[config.mk]
export PLATFORM = sky130hd
export DESIGN_NAME = accum_arbiter_flat
export DESIGN_NICKNAME = d
export VERILOG_FILES = /design/src/rtl/accum_arbiter_if.sv /design/src/rtl/accum_arbiter.sv /design/src/flat_wrapper.sv
export SDC_FILE = /design/constraint.sdc
export NUM_CORES = 1
export LEC_CHECK = 0
export CAP_MARGIN = 25
export CELL_PAD_IN_SITES_DETAIL_PLACEMENT = 0
export CELL_PAD_IN_SITES_GLOBAL_PLACEMENT = 2
export CORE_ASPECT_RATIO = 0.8
export CORE_MARGIN = 1.5
export CORE_UTILIZATION = 24
export CTS_BUF_LIST = sky130_fd_sc_hd__clkbuf_4
export DETAILED_ROUTE_END_ITERATION = 12
export GPL_TIMING_DRIVEN = 0
export HOLD_SLACK_MARGIN = 0.08
export PLACE_DENSITY_LB_ADDON = 0.1
export SYNTH_ARGS = -nofsm -noshare
export SYNTH_HDL_FRONTEND = slang
export SYNTH_SLANG_ARGS = --single-unit
[constraint.sdc]
create_clock -name clk -period 2 [get_ports clk]
set_input_delay 0.5 -clock clk [delete_from_list [all_inputs] [get_ports clk]]
set_output_delay 0.5 -clock clk [all_outputs]
set_load 0.03 [all_outputs]
[src/rtl/accum_arbiter_if.sv]
// Requester-side handshake bundle for accum_arbiter.
// The producers drive valid/data through master; the arbiter returns a one-hot ready through slave.
interface accum_arbiter_if #(
    parameter int NREQ  = 4,
    parameter int WIDTH = 8
);
    logic [NREQ-1:0]       req_valid;
    logic [NREQ*WIDTH-1:0] req_data;
    logic [NREQ-1:0]       req_ready;

    modport master (output req_valid, output req_data, input  req_ready);
    modport slave  (input  req_valid, input  req_data, output req_ready);
endinterface

[src/rtl/accum_arbiter.sv]
// Round-robin arbiter feeding a shared align-and-accumulate datapath.
// Define ACCUM_ARBITER_SATURATE_EN to make the accumulator saturate instead of wrapping.
module accum_arbiter #(
    parameter int NREQ  = 4,
    parameter int WIDTH = 8
) (
    input  logic                 clk,
    input  logic                 reset_n,
    accum_arbiter_if.slave       req,
    input  logic                 clear,
    output logic [WIDTH-1:0]     acc_out,
    output logic                 done,
    output logic [((NREQ > 1) ? $clog2(NREQ) : 1)-1:0] done_id,
    output logic                 busy
);
    localparam int IW = (NREQ > 1) ? $clog2(NREQ) : 1;

    // state | meaning
    // IDLE  | waiting for a valid requester; grant and capture in the same cycle
    // ALIGN | increment the buffered word until its low two bits are zero
    // ACC   | add buffered word into the accumulator, pulse done next cycle
    typedef enum logic [1:0] {
        S_IDLE  = 2'd0,
        S_ALIGN = 2'd1,
        S_ACC   = 2'd2
    } state_t;

    state_t            state_q, state_d;
    logic [WIDTH-1:0]  buf_q, buf_d;
    logic [WIDTH-1:0]  acc_q, acc_d;
    logic [IW-1:0]     grant_q, grant_d;
    logic [IW-1:0]     last_q, last_d;
    logic [IW-1:0]     done_id_q, done_id_d;
    logic              done_q, done_d;

    logic [IW-1:0]     pick;
    logic [IW-1:0]     cand;
    logic              any_valid;
    logic [NREQ-1:0]   ready;
    logic [WIDTH-1:0]  acc_base;
    logic [WIDTH-1:0]  acc_sum;

    // Scan downward so the last hit is the nearest index after last_q.
    always_comb begin
        pick      = '0;
        cand      = '0;
        any_valid = 1'b0;
        for (int off = NREQ; off >= 1; off--) begin
            cand = IW'((int'(last_q) + off) % NREQ);
            if (req.req_valid[cand]) begin
                pick      = cand;
                any_valid = 1'b1;
            end
        end
    end

    always_comb begin
        ready = '0;
        if (reset_n && (state_q == S_IDLE) && any_valid) begin
            ready[pick] = 1'b1;
        end
    end

    assign req.req_ready = ready;

    // Clear takes effect before the add when both land in the same cycle.
    assign acc_base = clear ? '0 : acc_q;

`ifdef ACCUM_ARBITER_SATURATE_EN
    logic [WIDTH:0] sum_wide;
    assign sum_wide = {1'b0, acc_base} + {1'b0, buf_q};
    assign acc_sum  = sum_wide[WIDTH] ? {WIDTH{1'b1}} : sum_wide[WIDTH-1:0];
`else
    assign acc_sum  = acc_base + buf_q;
`endif

    always_comb begin
        state_d   = state_q;
        buf_d     = buf_q;
        grant_d   = grant_q;
        last_d    = last_q;
        done_d    = 1'b0;
        done_id_d = done_id_q;
        acc_d     = acc_base;
        case (state_q)
            S_IDLE: begin
                if (any_valid) begin
                    buf_d   = req.req_data[int'(pick)*WIDTH +: WIDTH];
                    grant_d = pick;
                    last_d  = pick;
                    state_d = S_ALIGN;
                end
            end
            S_ALIGN: begin
                if (buf_q[1:0] != 2'b00) begin
                    buf_d = buf_q + WIDTH'(1);
                end else begin
                    state_d = S_ACC;
                end
            end
            S_ACC: begin
                acc_d     = acc_sum;
                done_d    = 1'b1;
                done_id_d = grant_q;
                state_d   = S_IDLE;
            end
            default: begin
                state_d = S_IDLE;
            end
        endcase
    end

    always_ff @(posedge clk or negedge reset_n) begin
        if (!reset_n) begin
            state_q   <= S_IDLE;
            buf_q     <= '0;
            acc_q     <= '0;
            grant_q   <= '0;
            last_q    <= IW'(NREQ - 1);
            done_q    <= 1'b0;
            done_id_q <= '0;
        end else begin
            state_q   <= state_d;
            buf_q     <= buf_d;
            acc_q     <= acc_d;
            grant_q   <= grant_d;
            last_q    <= last_d;
            done_q    <= done_d;
            done_id_q <= done_id_d;
        end
    end

    assign acc_out = acc_q;
    assign done    = done_q;
    assign done_id = done_id_q;
    assign busy    = (state_q != S_IDLE);

endmodule

[src/flat_wrapper.sv]
// flat-port wrapper written by rule: the top's interface ports become plain ports
module accum_arbiter_flat 
#(
    parameter int NREQ  = 4,
    parameter int WIDTH = 8
)
  (clk, reset_n, clear, acc_out, done, done_id, busy, req_req_valid, req_req_data, req_req_ready);
  accum_arbiter_if #(.NREQ(NREQ), .WIDTH(WIDTH)) req_i ();
  input  logic clk;
  input  logic reset_n;
  input  logic clear;
  output logic [WIDTH-1:0] acc_out;
  output logic done;
  output logic [((NREQ > 1) ? $clog2(NREQ) : 1)-1:0] done_id;
  output logic busy;
  input wire logic [$bits(req_i.req_valid)-1:0] req_req_valid;
  input wire logic [$bits(req_i.req_data)-1:0] req_req_data;
  output wire logic [$bits(req_i.req_ready)-1:0] req_req_ready;
  assign req_i.req_valid = req_req_valid;
  assign req_i.req_data = req_req_data;
  assign req_req_ready = req_i.req_ready;
  accum_arbiter #(.NREQ(NREQ), .WIDTH(WIDTH)) u_core (.clk(clk), .reset_n(reset_n), .req(req_i), .clear(clear), .acc_out(acc_out), .done(done), .done_id(done_id), .busy(busy));
endmodule
Yosys cells after proc, flatten, opt, wreduce, memory -nomap -nowiden
Index checks and enable logic that the tools add are counted.

Multipliers: 0. Magnitude comparators: 6. Div/mod/pow operators: 0. Add/sub/neg operators: 6. Bitwise logic cells: 0. Reduce and logical (&&, ||, !) cells: 10. Eq/ne operators: 5. Mux-type cells: 28. Shifts and indexed selects: 1.

Operators by type and width (number): $mux 8 (4); $shiftx 32x6->8 (1); $pmux 8 s2 (1); $lt 2x3->1 const B (5); $mux 2 (6); $mux 1 (10); $add 8x1->8 const B (1); $add 8x8->8 (1); $bmux 1 s2 (4); $reduce_bool 2->1 (3); $add 2x1->2 const B (2); $add 2x2->2 const B (2); $mux 4 (1); $ne 2x1->1 const B (2); $pmux 2 s2 (1); $reduce_and 2->1 (2); $logic_and 1x1->1 (3); $reduce_and 3->1 (1); $demux 1 s2 (1); $eq 2x1->1 const B (1); $eq 2x2->1 const B (1); $ge 2x1->1 const B (1); $logic_not 2->1 (1); $ne 2x2->1 const B (1).

ROM bits: 0. Memory bits (writable): 0. Memories: 0. Latch bits: 0. Output and inout bits: 16. Logic and storage cells: 63. Flip-flop bits (word level): 25.

Longest topological paths before layout
Depth in word-level cells: 12. Gate-level depth with buffers: 10.

Worst setup path after synthesis
Ideal clock, no wire load.

Kind: input port to output port. Start: input port req_req_valid[3]. End: output port req_req_ready[1]. Path slack: -0.375 ns. Required time: 1.500 ns. Cell stages on the path: 7. Arrival: 1.875 ns. Path through: nor2_1 nor4b_1 a211o_1 nor2_1 buf_2 nand3b_1 nor2b_1.

Cells in the longest elaborated chain, start to end: 11.

Ends and longest elaborated chain: start: declaration (line flat_wrapper.sv:16) `input wire logic [$bits(req_i.req_valid)-1:0] req_req_valid;`; $bmux 1 s2 (line accum_arbiter.sv:50) `if (req.req_valid[cand]) begin`; $mux 1 (implied by the code) (line accum_arbiter.sv:50); $mux 2 (4 in a row) (line accum_arbiter.sv:50); $lt 2x3->1 (implied by the code) or $ge 2x1->1 (tied branches) (line accum_arbiter.sv:60) `ready[pick] = 1'b1;`; $logic_and 1x1->1 (implied by the code) (line accum_arbiter.sv:60); $mux 1 (implied by the code) (line accum_arbiter.sv:60); $demux 1 s2; $mux 4 * (line accum_arbiter.sv:59) `if (reset_n && (state_q == S_IDLE) && any_valid) begin`; end: declaration (line flat_wrapper.sv:18) `output wire logic [$bits(req_i.req_ready)-1:0] req_req_ready;`.

Every way passes the cells marked *; elsewhere a longest branch is shown, timed or not. The select of a mux whose other input is x is not followed.

==> impl_metrics.py <==
metrics = {
    "timing": {
        "relSlewSlack_pct": 56.56,
        "setup_ws_ns": -0.4904,
        "final-hold-violation-count": 0,
        "grt_setup_unrepaired": "true",
        "layout_min_cycle_time_ns": 2.490,
        "finalClockSkew_ns": 0.008179,
        "tightest_slew_ns": 0.6516,
        "max_freq_mhz": 401.6,
        "whs_ns": 0.2713,
        "maxSlewViolCount": 0,
        "setup_viol": 12,
        "fin_crit_sh_pct": 124.5,
    },
    "final_layout": {
        "area_growth_pct": 64.81,
        "stdcell_area_um2": 3000,
        "num_antenna_cells": 0,
        "final_cell_mix": "clkdlybuf4s50_1, nand2_1, dfrtp_1",
        "fin_nets": 324,
        "layout_commonest_cell": "clkdlybuf4s50_1",
        "fin_util_pct": 40.78,
        "drive_gt1_share_pct": 35.77,
    },
    "clocking": {
        "cts_tree": "built",
        "clk_latency_ns": 0.33,
        "postCtsHoldBufs": 0,
        "cts-root-buf": "clkbuf_4",
        "h-tree-depth": 1,
        "cts.path.max_buffers": 2,
        "cts_buffers": 3,
        "clk_pin_slew_ns": 0.16,
        "clock_sinks": 25,
    },
    "outcome": {
        "status": "finished, violations left",
        "violations": "setup timing",
    },
    "routing": {
        "wirelength_mm": 5.746,
        "num_vias": 1745,
        "ant_nets": 0,
        "post-route-drc-count": 0,
        "dr.pass1.iters": 4,
        "drtIter0Drc": 86,
        "viasPerCell": 4.794,
        "avgRoutedWirePerCell_um": 15.79,
    },
    "floorplan": {
        "rows": 28,
        "die-height_um": 80.90,
        "dieArea_um2": 8120,
        "dieWidth_um": 100.4,
        "core_um2": 7357,
        "ios": 55,
        "initial_core_util_pct": 24.74,
    },
    "place": {
        "dp_hpwl_mm": 4.160,
        "place_area_um2": 2570,
        "gp_congestion": 0.7658,
        "io_buffers": 54,
    },
    "yosys": {
        "avgSynthCellArea_um2": 9.632,
        "syn_area_um2": 1820,
        "synth-edff-count": 0,
        "synthArstFlopShare_pct": 100.0,
        "ys_types": 54,
        "ys_ff_latch": 25,
        "yosys_most_used_dff": "dfrtp_1",
        "yosysSeqAreaShare_pct": 34.50,
        "synth_nets": 238,
        "synthCells": 189,
        "synth-warning-count": 0,
    },
    "worst_setup_path": {
        "worstPathMaxFanout": 2,
        "end_kind": "primary output",
        "path_class": "flip-flop to primary output",
        "critical_path_arrival_ns": 1.99,
        "cp.required_ns": 1.50,
        "start_kind": "flip-flop",
    },
    "global_route": {
        "grt_pass1_wl_mm": 9.349,
        "grt_pass1_vias": 1823,
        "overflow": 0,
        "antenna_found_initial": 0,
        "grt_max_degree": 18,
        "grt_use_total_pct": 15.00,
    },
    "power_and_ir_drop": {
        "p_per_area_nw_per_um2": 1326,
        "leakage_uw": 0.001225,
        "ir_drop_mv": 0.3614,
    },
    "run": {
        "drv_cap": 0,
    },
    "hold_path": {
        "hp-class": "input port to async pin",
    },
}
-- routing by layer --
metal  routed length [µm]  vias up  GRT usage (%)  part of all wire [%]
met5                    0        -              0                     0
met1                 2963      859          20.82                    52
met3                  119        2          2.668                   2.1
met2                 2647       22          25.24                    46
li1                     -      862              -                     -
met4                   15        0          1.690                  0.26
-- final cells by class --
type                       count  area, µm²
buffer                         7      53.80
clock buffer                   3      22.52
clock inverter                 1      7.507
fill                         760       4357
inverter                      10      37.54
multi-input combinational    146       1319
sequential                    25      631.9
tap                           90      112.6
timing repair buffer          82      815.8
-- metrics by stage --
stage | cells | setup TNS, ns | total power, µW | worst slack (ns)
CTS | 351 | -2.518 | 3681 | -0.5149
global placement | 333 | -22.01 | 3044 | -1.800
global route | 364 | -3.752 | 4308 | -0.5963
detailed placement | 334 | -17.34 | 3050 | -1.556
finish | 364 | -2.442 | 3979 | -0.4904
floorplan | 189 | -0.5558 | 2393 | -0.1790
-- worst max-delay path, stage by stage, from the launching register on --
cell	delay, ns
dfrtp_1	0.40
inv_2	0.06
ha_4	0.16
a211o_1	0.28
nor2_2	0.15
buf_6	0.12
nand3b_1	0.17
nor2b_4	0.17
buf_6	0.13
-- timing repair --
item                                    in CTS  in global routing
gates cloned                                 0                  1
endpoints found under the setup margin      22                 16
pin swaps                                   15                 17
buffers inserted                            14                 12
endpoints found under the hold margin        0                  0
resized for setup                           67                 19
-- Yosys cell counts, types with 2 or more instances --
library cell | number | share of area (%)
buf_2 | 2 | 0.55
clkbuf_1 | 4 | 0.82
nor2_1 | 9 | 1.9
or3_1 | 2 | 0.69
nor4_1 | 2 | 0.69
mux2_2 | 4 | 2.5
and3_1 | 4 | 1.4
a221o_1 | 2 | 1.1
nand3_1 | 6 | 1.6
nand2b_1 | 6 | 2.1
nand2_1 | 22 | 4.5
o21a_1 | 4 | 1.6
o21ai_0 | 12 | 3.3
nor3_1 | 3 | 0.82
a21oi_1 | 5 | 1.4
mux4_2 | 5 | 6.2
o211ai_1 | 2 | 0.82
mux2i_1 | 6 | 3.3
nor4b_1 | 2 | 0.96
xnor2_1 | 2 | 0.96
o31ai_1 | 2 | 0.82
inv_1 | 9 | 1.9
a211oi_1 | 2 | 0.82
dfstp_2 | 2 | 2.9
nand3b_1 | 2 | 0.82
dfrtp_1 | 23 | 32
nor2b_1 | 10 | 3.4
ha_1 | 9 | 6.2
-- sequential cells by signal (all words and copies together), names as in the netlist --
signal	cells
u_core.done_id	2
u_core.last_q	2
u_core.grant_q	2
u_core.state_q	2
u_core.buf_q	8
u_core.acc_out	8
u_core.done	1
-- worst paths after layout --
check / startpoint / to / slack, ns / cells past startpoint
min: reset_n / u_core.state_q[1] / 0.27 / 1
max in group asynchronous: reset_n / u_core.acc_out[1] / 1.21 / 2
min in group clk: clear / u_core.acc_out[0] / 0.48 / 4
max: u_core.buf_q[1] / req_req_ready[1] / -0.49 / 8
max reg2reg: u_core.last_q[1] / u_core.buf_q[2] / -0.15 / 5
min reg2reg: u_core.grant_q[1] / u_core.done_id[1] / 0.49 / 2
-- logic make-up (layout without fill, tap and decap cells) --
kind of cell,after synthesis,after routing,synth area share (%)
buffers and inverters,18,103,4.467
adders and majority gates,10,10,7.285
DFF,25,25,34.50
xor gates and xnor gates,3,3,1.444
AOI/OAI and AO/OA,46,46,19.86
muxes,15,15,11.96
and+or+nand+nor,72,72,20.48
-- report_power, final --
group	total [µW]	internal, µW	leakage (µW)	switching (µW)
Combinational	2790	1430	0.000902	1360
Sequential	938	739	0.000309	199
Clock	255	76.5	0.0000139	178
Total	3980	2240	0.00123	1740
No activity file was read; power rests on OpenSTA's default activity.
